`src/rtl/axi_lite_counter_slave.sv`:
```
// AXI4-Lite slave owning an 8-bit up/down counter with CTRL/START/COUNT/ID registers.
// The live count is also driven out on count_out for board-level observation.
module axi_lite_counter_slave #(
  parameter int unsigned ADDR_W   = 4,
  parameter int unsigned PRESCALE = 1,
  parameter logic [31:0] ID_VALUE = 32'hDEADBEEF
) (
  input  logic              aclk,
  input  logic              aresetn,
  input  logic [ADDR_W-1:0] s_axi_awaddr,
  input  logic [2:0]        s_axi_awprot,
  input  logic              s_axi_awvalid,
  output logic              s_axi_awready,
  input  logic [31:0]       s_axi_wdata,
  input  logic [3:0]        s_axi_wstrb,
  input  logic              s_axi_wvalid,
  output logic              s_axi_wready,
  output logic [1:0]        s_axi_bresp,
  output logic              s_axi_bvalid,
  input  logic              s_axi_bready,
  input  logic [ADDR_W-1:0] s_axi_araddr,
  input  logic [2:0]        s_axi_arprot,
  input  logic              s_axi_arvalid,
  output logic              s_axi_arready,
  output logic [31:0]       s_axi_rdata,
  output logic [1:0]        s_axi_rresp,
  output logic              s_axi_rvalid,
  input  logic              s_axi_rready,
  output logic [7:0]        count_out
);

  typedef enum logic [1:0] {
    REG_CTRL  = 2'd0,
    REG_START = 2'd1,
    REG_COUNT = 2'd2,
    REG_ID    = 2'd3
  } reg_sel_e;

  localparam logic [15:0] PS_LAST = 16'(PRESCALE - 1);

  logic       aw_held_q, aw_held_d;
  reg_sel_e   aw_sel_q,  aw_sel_d;
  logic       w_held_q,  w_held_d;
  logic [7:0] wdata_q,   wdata_d;
  logic       wstrb0_q,  wstrb0_d;
  logic       bvalid_q,  bvalid_d;
  logic        rvalid_q, rvalid_d;
  logic [31:0] rdata_q,  rdata_d;
  logic        en_q,     en_d;
  logic        dir_q,    dir_d;
  logic [7:0]  start_q,  start_d;
  logic [7:0]  count_q,  count_d;
  logic [15:0] presc_q,  presc_d;

  logic        aw_hs, w_hs, ar_hs, commit, load, tick;
  logic [31:0] rd_mux;

  // Only lane 0 carries writable state; the rest of the bus is intentionally dropped.
  logic unused_bits;
  assign unused_bits = ^{s_axi_awprot, s_axi_arprot, s_axi_awaddr, s_axi_araddr,
                         s_axi_wdata[31:8], s_axi_wstrb[3:1]};

  assign s_axi_awready = !aw_held_q && !bvalid_q;
  assign s_axi_wready  = !w_held_q && !bvalid_q;
  assign s_axi_arready = !rvalid_q;
  assign s_axi_bvalid  = bvalid_q;
  assign s_axi_bresp   = 2'b00;
  assign s_axi_rvalid  = rvalid_q;
  assign s_axi_rdata   = rdata_q;
  assign s_axi_rresp   = 2'b00;
  assign count_out     = count_q;

  assign aw_hs  = s_axi_awvalid && s_axi_awready;
  assign w_hs   = s_axi_wvalid && s_axi_wready;
  assign ar_hs  = s_axi_arvalid && s_axi_arready;
  assign commit = aw_held_q && w_held_q && !bvalid_q;
  assign load   = commit && (aw_sel_q == REG_START) && wstrb0_q;
  assign tick   = en_q && (presc_q == PS_LAST);

  always_comb begin
    rd_mux = 32'h0;
    case (reg_sel_e'(s_axi_araddr[3:2]))
      REG_CTRL:  rd_mux = {30'h0, dir_q, en_q};
      REG_START: rd_mux = {24'h0, start_q};
      REG_COUNT: rd_mux = {24'h0, count_q};
      REG_ID:    rd_mux = ID_VALUE;
    endcase
  end

  // NOTE: every next-state signal takes its current value first, so no path can infer a latch.
  always_comb begin
    aw_held_d = aw_held_q;
    aw_sel_d  = aw_sel_q;
    w_held_d  = w_held_q;
    wdata_d   = wdata_q;
    wstrb0_d  = wstrb0_q;
    bvalid_d  = bvalid_q;
    rvalid_d  = rvalid_q;
    rdata_d   = rdata_q;
    en_d      = en_q;
    dir_d     = dir_q;
    start_d   = start_q;
    count_d   = count_q;
    presc_d   = presc_q;

    if (aw_hs) begin
      aw_held_d = 1'b1;
      aw_sel_d  = reg_sel_e'(s_axi_awaddr[3:2]);
    end
    if (w_hs) begin
      w_held_d = 1'b1;
      wdata_d  = s_axi_wdata[7:0];
      wstrb0_d = s_axi_wstrb[0];
    end
    if (bvalid_q && s_axi_bready) bvalid_d = 1'b0;

    if (commit) begin
      aw_held_d = 1'b0;
      w_held_d  = 1'b0;
      bvalid_d  = 1'b1;
      if (wstrb0_q && aw_sel_q == REG_CTRL) begin
        en_d  = wdata_q[0];
        dir_d = wdata_q[1];
      end
      if (wstrb0_q && aw_sel_q == REG_START) start_d = wdata_q;
    end

    // A START load outranks a tick in the same cycle and restarts the prescaler.
    if (load) begin
      count_d = wdata_q;
      presc_d = 16'h0;
    end else if (!en_q) begin
      presc_d = 16'h0;
    end else if (tick) begin
      presc_d = 16'h0;
      count_d = dir_q ? count_q - 8'd1 : count_q + 8'd1;
    end else begin
      presc_d = presc_q + 16'd1;
    end

    if (rvalid_q && s_axi_rready) rvalid_d = 1'b0;
    if (ar_hs) begin
      rvalid_d = 1'b1;
      rdata_d  = rd_mux;
    end
  end

  // NOTE: state registers use non-blocking assignments so all flops update from pre-edge values.
  always_ff @(posedge aclk or negedge aresetn) begin
    if (!aresetn) begin
      aw_held_q <= 1'b0;
      aw_sel_q  <= REG_CTRL;
      w_held_q  <= 1'b0;
      wdata_q   <= 8'h0;
      wstrb0_q  <= 1'b0;
      bvalid_q  <= 1'b0;
      rvalid_q  <= 1'b0;
      rdata_q   <= 32'h0;
      en_q      <= 1'b0;
      dir_q     <= 1'b0;
      start_q   <= 8'h0;
      count_q   <= 8'h0;
      presc_q   <= 16'h0;
    end else begin
      aw_held_q <= aw_held_d;
      aw_sel_q  <= aw_sel_d;
      w_held_q  <= w_held_d;
      wdata_q   <= wdata_d;
      wstrb0_q  <= wstrb0_d;
      bvalid_q  <= bvalid_d;
      rvalid_q  <= rvalid_d;
      rdata_q   <= rdata_d;
      en_q      <= en_d;
      dir_q     <= dir_d;
      start_q   <= start_d;
      count_q   <= count_d;
      presc_q   <= presc_d;
    end
  end

endmodule
```
`config.mk`:
```
export PLATFORM = sky130hd
export DESIGN_NAME = axi_lite_counter_slave
export DESIGN_NICKNAME = d
export VERILOG_FILES = /design/src/rtl/axi_lite_counter_slave.sv
export SDC_FILE = /design/constraint.sdc
export NUM_CORES = 1
export LEC_CHECK = 0
export CORE_MARGIN = 3
export CORE_UTILIZATION = 40
export DETAILED_ROUTE_END_ITERATION = 16
export GPL_TIMING_DRIVEN = 0
export HOLD_SLACK_MARGIN = 0.1
export PLACE_DENSITY_LB_ADDON = 0.25
export SYNTH_ARGS = -nofsm -noshare
export SYNTH_HDL_FRONTEND = slang
export SYNTH_SLANG_ARGS = --single-unit
```
`constraint.sdc`:
```
create_clock -name aclk -period 2.9 [get_ports aclk]
set_clock_uncertainty 0.1 [all_clocks]
set_input_delay 0.87 -clock aclk [delete_from_list [all_inputs] [get_ports aclk]]
set_output_delay 0.87 -clock aclk [all_outputs]
set_load 0.005 [all_outputs]
```
# Yosys cells after proc, flatten, opt, wreduce, memory -nomap -nowiden
# Index checks and enable logic that the tools add are counted.
[totals]
regBits = 81
input_bits = 57
output_inout_bits = 49
wordCells = 66
[classes]
add_sub_neg = 3
n_eq_ne = 4
mux = 16
reduce_logical = 30
[ops]
columns = ["operator", "count"]
rows = [
  ["$pmux W32 S4", 1],
  ["$mux W16", 3],
  ["$mux W8", 4],
  ["$add A16 B1 Y16 const B", 1],
  ["$logic_not A16 Y1", 1],
  ["$logic_and A1 B1 Y1", 14],
  ["$reduce_bool A2 Y1", 6],
  ["$add A8 B1 Y8 const B", 1],
  ["$mux W1", 8],
  ["$sub A8 B1 Y8 const B", 1],
  ["$reduce_and A2 Y1", 3],
  ["$eq A2 B1 Y1 const B", 2],
  ["$eq A2 B2 Y1 const B", 2],
  ["$logic_not A1 Y1", 4],
  ["$logic_not A2 Y1", 2],
]

# Longest topological paths before layout
[logic_depth]
depth_word = 6
depth_mapped = 9

# Least setup slack after synthesis
# Ideal clock, no wire load.
[synth_timing]
path_kind = "reg2reg"
start = "reg dir_q"
end = "reg count_q[6], in the netlist count_out[6]"
setup_time_ps = 73
arrival_time_ps = 1874
t_required_ps = 2727
path_slack_ps = 853
path_stages_with_launch = 8
synth_period_minus_slack_ps = 2047
path_cell_list = "dfrtp_1 -> ha_1 -> nor2b_4 -> o31a_1 -> o21a_1 -> o21a_1 -> o31a_1 -> a21oi_2"
[synth_between]
elab_chain_cells = 4
[synth_rtl]
columns = ["item", "line", "source"]
rows = [
  ["start: declaration", "50", "logic dir_q, dir_d;"],
  ["start signal: assignment", "174", "dir_q <= dir_d;"],
  ["$mux W8", "136", "count_d = dir_q ? count_q - 8'd1 : count_q + 8'd1;"],
  ["$mux W8", "134", "end else if (tick) begin"],
  ["$mux W8", "132", "end else if (!en_q) begin"],
  ["$mux W8", "129", "if (load) begin"],
  ["end signal: assignment", "176", "count_q <= count_d;"],
  ["end: declaration", "52", "logic [7:0] count_q, count_d;"],
]
# Every way passes these cells. The select of a mux whose other input is x is not followed.
# A chain may end at the register's enable or synchronous reset.

==> metrics.csv <==
stage,metric,value,unit
run_status,outcome,completed,
worst_setup_path,r2r_slack,600,ps
timing,finalSetupViolCount,0,
routing,vias,2372,
die,chipHeight,92.4,um
routing,routed_wl,6.33,mm
synth,synthFlopType,dfrtp_1,
grt,grt_start_max_net_pins,32,
timing,rsz0062_at_grt,no,
run,cap_violations,0,
timing,period_share,91.6,%
place,place_hpwl,4.76,mm
worst_setup_path,startpoint_type,flip-flop,
die,rows,30,
synth,yosysWarnings,0,
routing,drtIter0Drc,53,
synth,synth_edf_count,0,
die,start_util,42.5,%
synth,synthCells,307,
worst_setup_path,crit_fanout,18,
synth,synth.area.top_cells,"dfrtp_1, buf_4, nand2_1",
worst_setup_path,cp_data_arrival_time,1690,ps
power,combPwrFrac,39.4,%
worst_setup_path,cp-end-kind,output port,
synth,synth.top_cell.area_share,48.6,%
die,die_w,92.4,um
worst_setup_path,path_class,reg -> out,
clocking,clock_latency,340,ps
power,powerDensity,930,nW/um2
power,swShare,32.5,%
timing,tightestPinTransition,712,ps
power,power.total,3.68,mW
synth,seq_area_frac_synth,48.6,%
grt,grt_pass1_vias,2306,
timing,maxSlewHeadroom,52.6,%
final_layout,final_util,56.4,%
routing,firstDrtPassIters,4,
synth,synth_top_cell_by_area,dfrtp_1,
clocking,h-tree-depth,3,
clocking,root_buffer,clkbuf_8,
synth,synth_cell_types,41,
final_layout,diodes,0,
timing,post-route-min-period,2660,ps
power,peakVddDrop,514,uV
clocking,cts_sinks,58,
die,io_pins,106,
clocking,cts_made_buffers,9,
synth,synth.most_common_cell,dfrtp_1,
routing,postRouteAntennaNets,0,
timing,finalHoldViolations,0,
grt,grt_pass1_wl,10.9,mm
power,p_int,2.49,mW
place,portBuffers,56,
clocking,clk_pin_slew,60,ps
grt,overflow,0,
grt,antenna_found_initial,0,
synth,ys_top_cells_by_count,"dfrtp_1, nand2_1, buf_4",
grt,grt_use_total,16.1,%
routing,drc,0,
synth,syn_area_per_cell,9.72,um2
clocking,cts_tree,done,
clocking,hold_buffers,0,
die,core_region_area,7020,um2
routing,wl_per_cell,13.0,um
final_layout,fin_area,3960,um2
place,gp_congestion,0.776,
hold_path,hold_class,reg -> reg,
power,leakage,1.79,nW
synth,netlist_area,2980,um2
power,p_clk_share,24.8,%
clocking,ctsResizeCount,0,
die,die_area,8530,um2
place,dpl_cell_area,3720,um2
worst_setup_path,worstPathRequired,1930,ps
synth,ys_seq_elements,58,
final_layout,final_layout_size_suffix_gt1_share,16.7,%
clocking,post_cts_buffers,0,
clocking,cts.path.max_buffers,2,
final_layout,fin_nets,451,
power,p_seq_share,35.8,%
routing,via_per_inst,4.88,
power,switchingPower,1.20,mW
final_layout,area_delta_synth_final,32.7,%
timing,finalMaxSlewViolations,0,
synth,async_flop_share,100,%
timing,fmax,0.376,GHz
[sequential cells by signal, indices dropped and copies added (netlist names), 2 cells and up]
signal	count
s_axi_rdata	9
count_out	8
presc_q	16
start_q	8
aw_sel_q	2
wdata_q	8
[power groups by stage]
| stage | clock network, mW | logic, mW | registers (mW) |
|---|---|---|---|
| after floorplan | 0 | 0.929 | 1.27 |
| after CTS | 0.933 | 1.47 | 1.32 |
| final | 0.914 | 1.45 | 1.32 |
| after detailed placement | 0 | 1.46 | 1.34 |
| after global routing | 0.972 | 1.63 | 1.37 |
| after global placement | 0 | 1.42 | 1.33 |
[critical path, stage by stage (launching register included)]
cell,delay (ps)
dfrtp_1,660
buf_4,190
clkdlybuf4s50_1,500
[cells by family (layout without fill, tap and decap cells)]
family          count (synthesis)  count (layout)  synth area share (%)
mux                            14              14                  5.28
buf+inv                        45             118                  9.43
flops                          58              58                  48.6
fa+ha+maj                       9               9                  4.03
xor+xnor                       16              16                  4.70
compound gates                 58              58                  11.5
simple gates                  106             106                  16.3
other cells                     1              11                 0.126
[routing by layer]
metal | wire length (um) | global-route usage, % | up-vias | share of wire [%]
li1 | - | - | 1166 | -
met1 | 2880 | 20.6 | 1111 | 46
met2 | 2910 | 25.5 | 86 | 46
met3 | 444 | 5.04 | 9 | 7.0
met4 | 82 | 5.94 | 0 | 1.3
met5 | 0 | 0 | - | 0
[path summary, 6_finish.rpt]
kind,cells past startpoint,to,startpoint
setup reg to reg,7,count_out[6],dir_q
setup / recovery,2,s_axi_rdata[25],s_axi_rdata[30]
min in group asynchronous,1,s_axi_rdata[30],aresetn
hold reg to reg,2,s_axi_rdata[1],s_axi_rdata[1]
hold / removal,2,s_axi_rdata[1],s_axi_rdata[1]
max in group asynchronous,2,presc_q[3],aresetn
[stage by stage]
stage	TNS (ps)	worst slack [ps]	hold slack, ps	std cells
floorplan	0	853	346	317
global placement	-56610	-979	361	469
detailed placement	0	484	365	470
CTS	0	199	382	486
global route	0	114	425	486
finish	0	243	375	486
[final cells by class]
class / instances / area (um2)
inverters: 9 / 33.8
fillers: 626 / 3060
well taps: 96 / 120
clock buffers: 12 / 145
flip-flops and latches: 58 / 1450
repair buffers: 57 / 576
multi-input cells: 214 / 1290
clock inverters: 4 / 98.8
plain buffers: 36 / 248
[cells in the final DEF, fill, tap and decap left out, types with 4 or more instances in the layout]
cell type	netlist	final
dfrtp_1	58	58
clkdlybuf4s50_1	0	55
nand2_1	45	45
buf_4	27	27
nor2_1	26	26
o21ai_0	21	21
a21oi_1	16	16
mux2_2	14	14
conb_1	1	11
clkbuf_8	0	10
inv_1	9	9
xor2_1	9	9
nand3_1	8	8
ha_1	8	8
xnor2_1	7	7
clkbuf_1	5	7
nor3_1	5	5
o31ai_1	5	5
buf_2	3	4
o21a_1	4	4
Power figures use the tool's default switching activity.
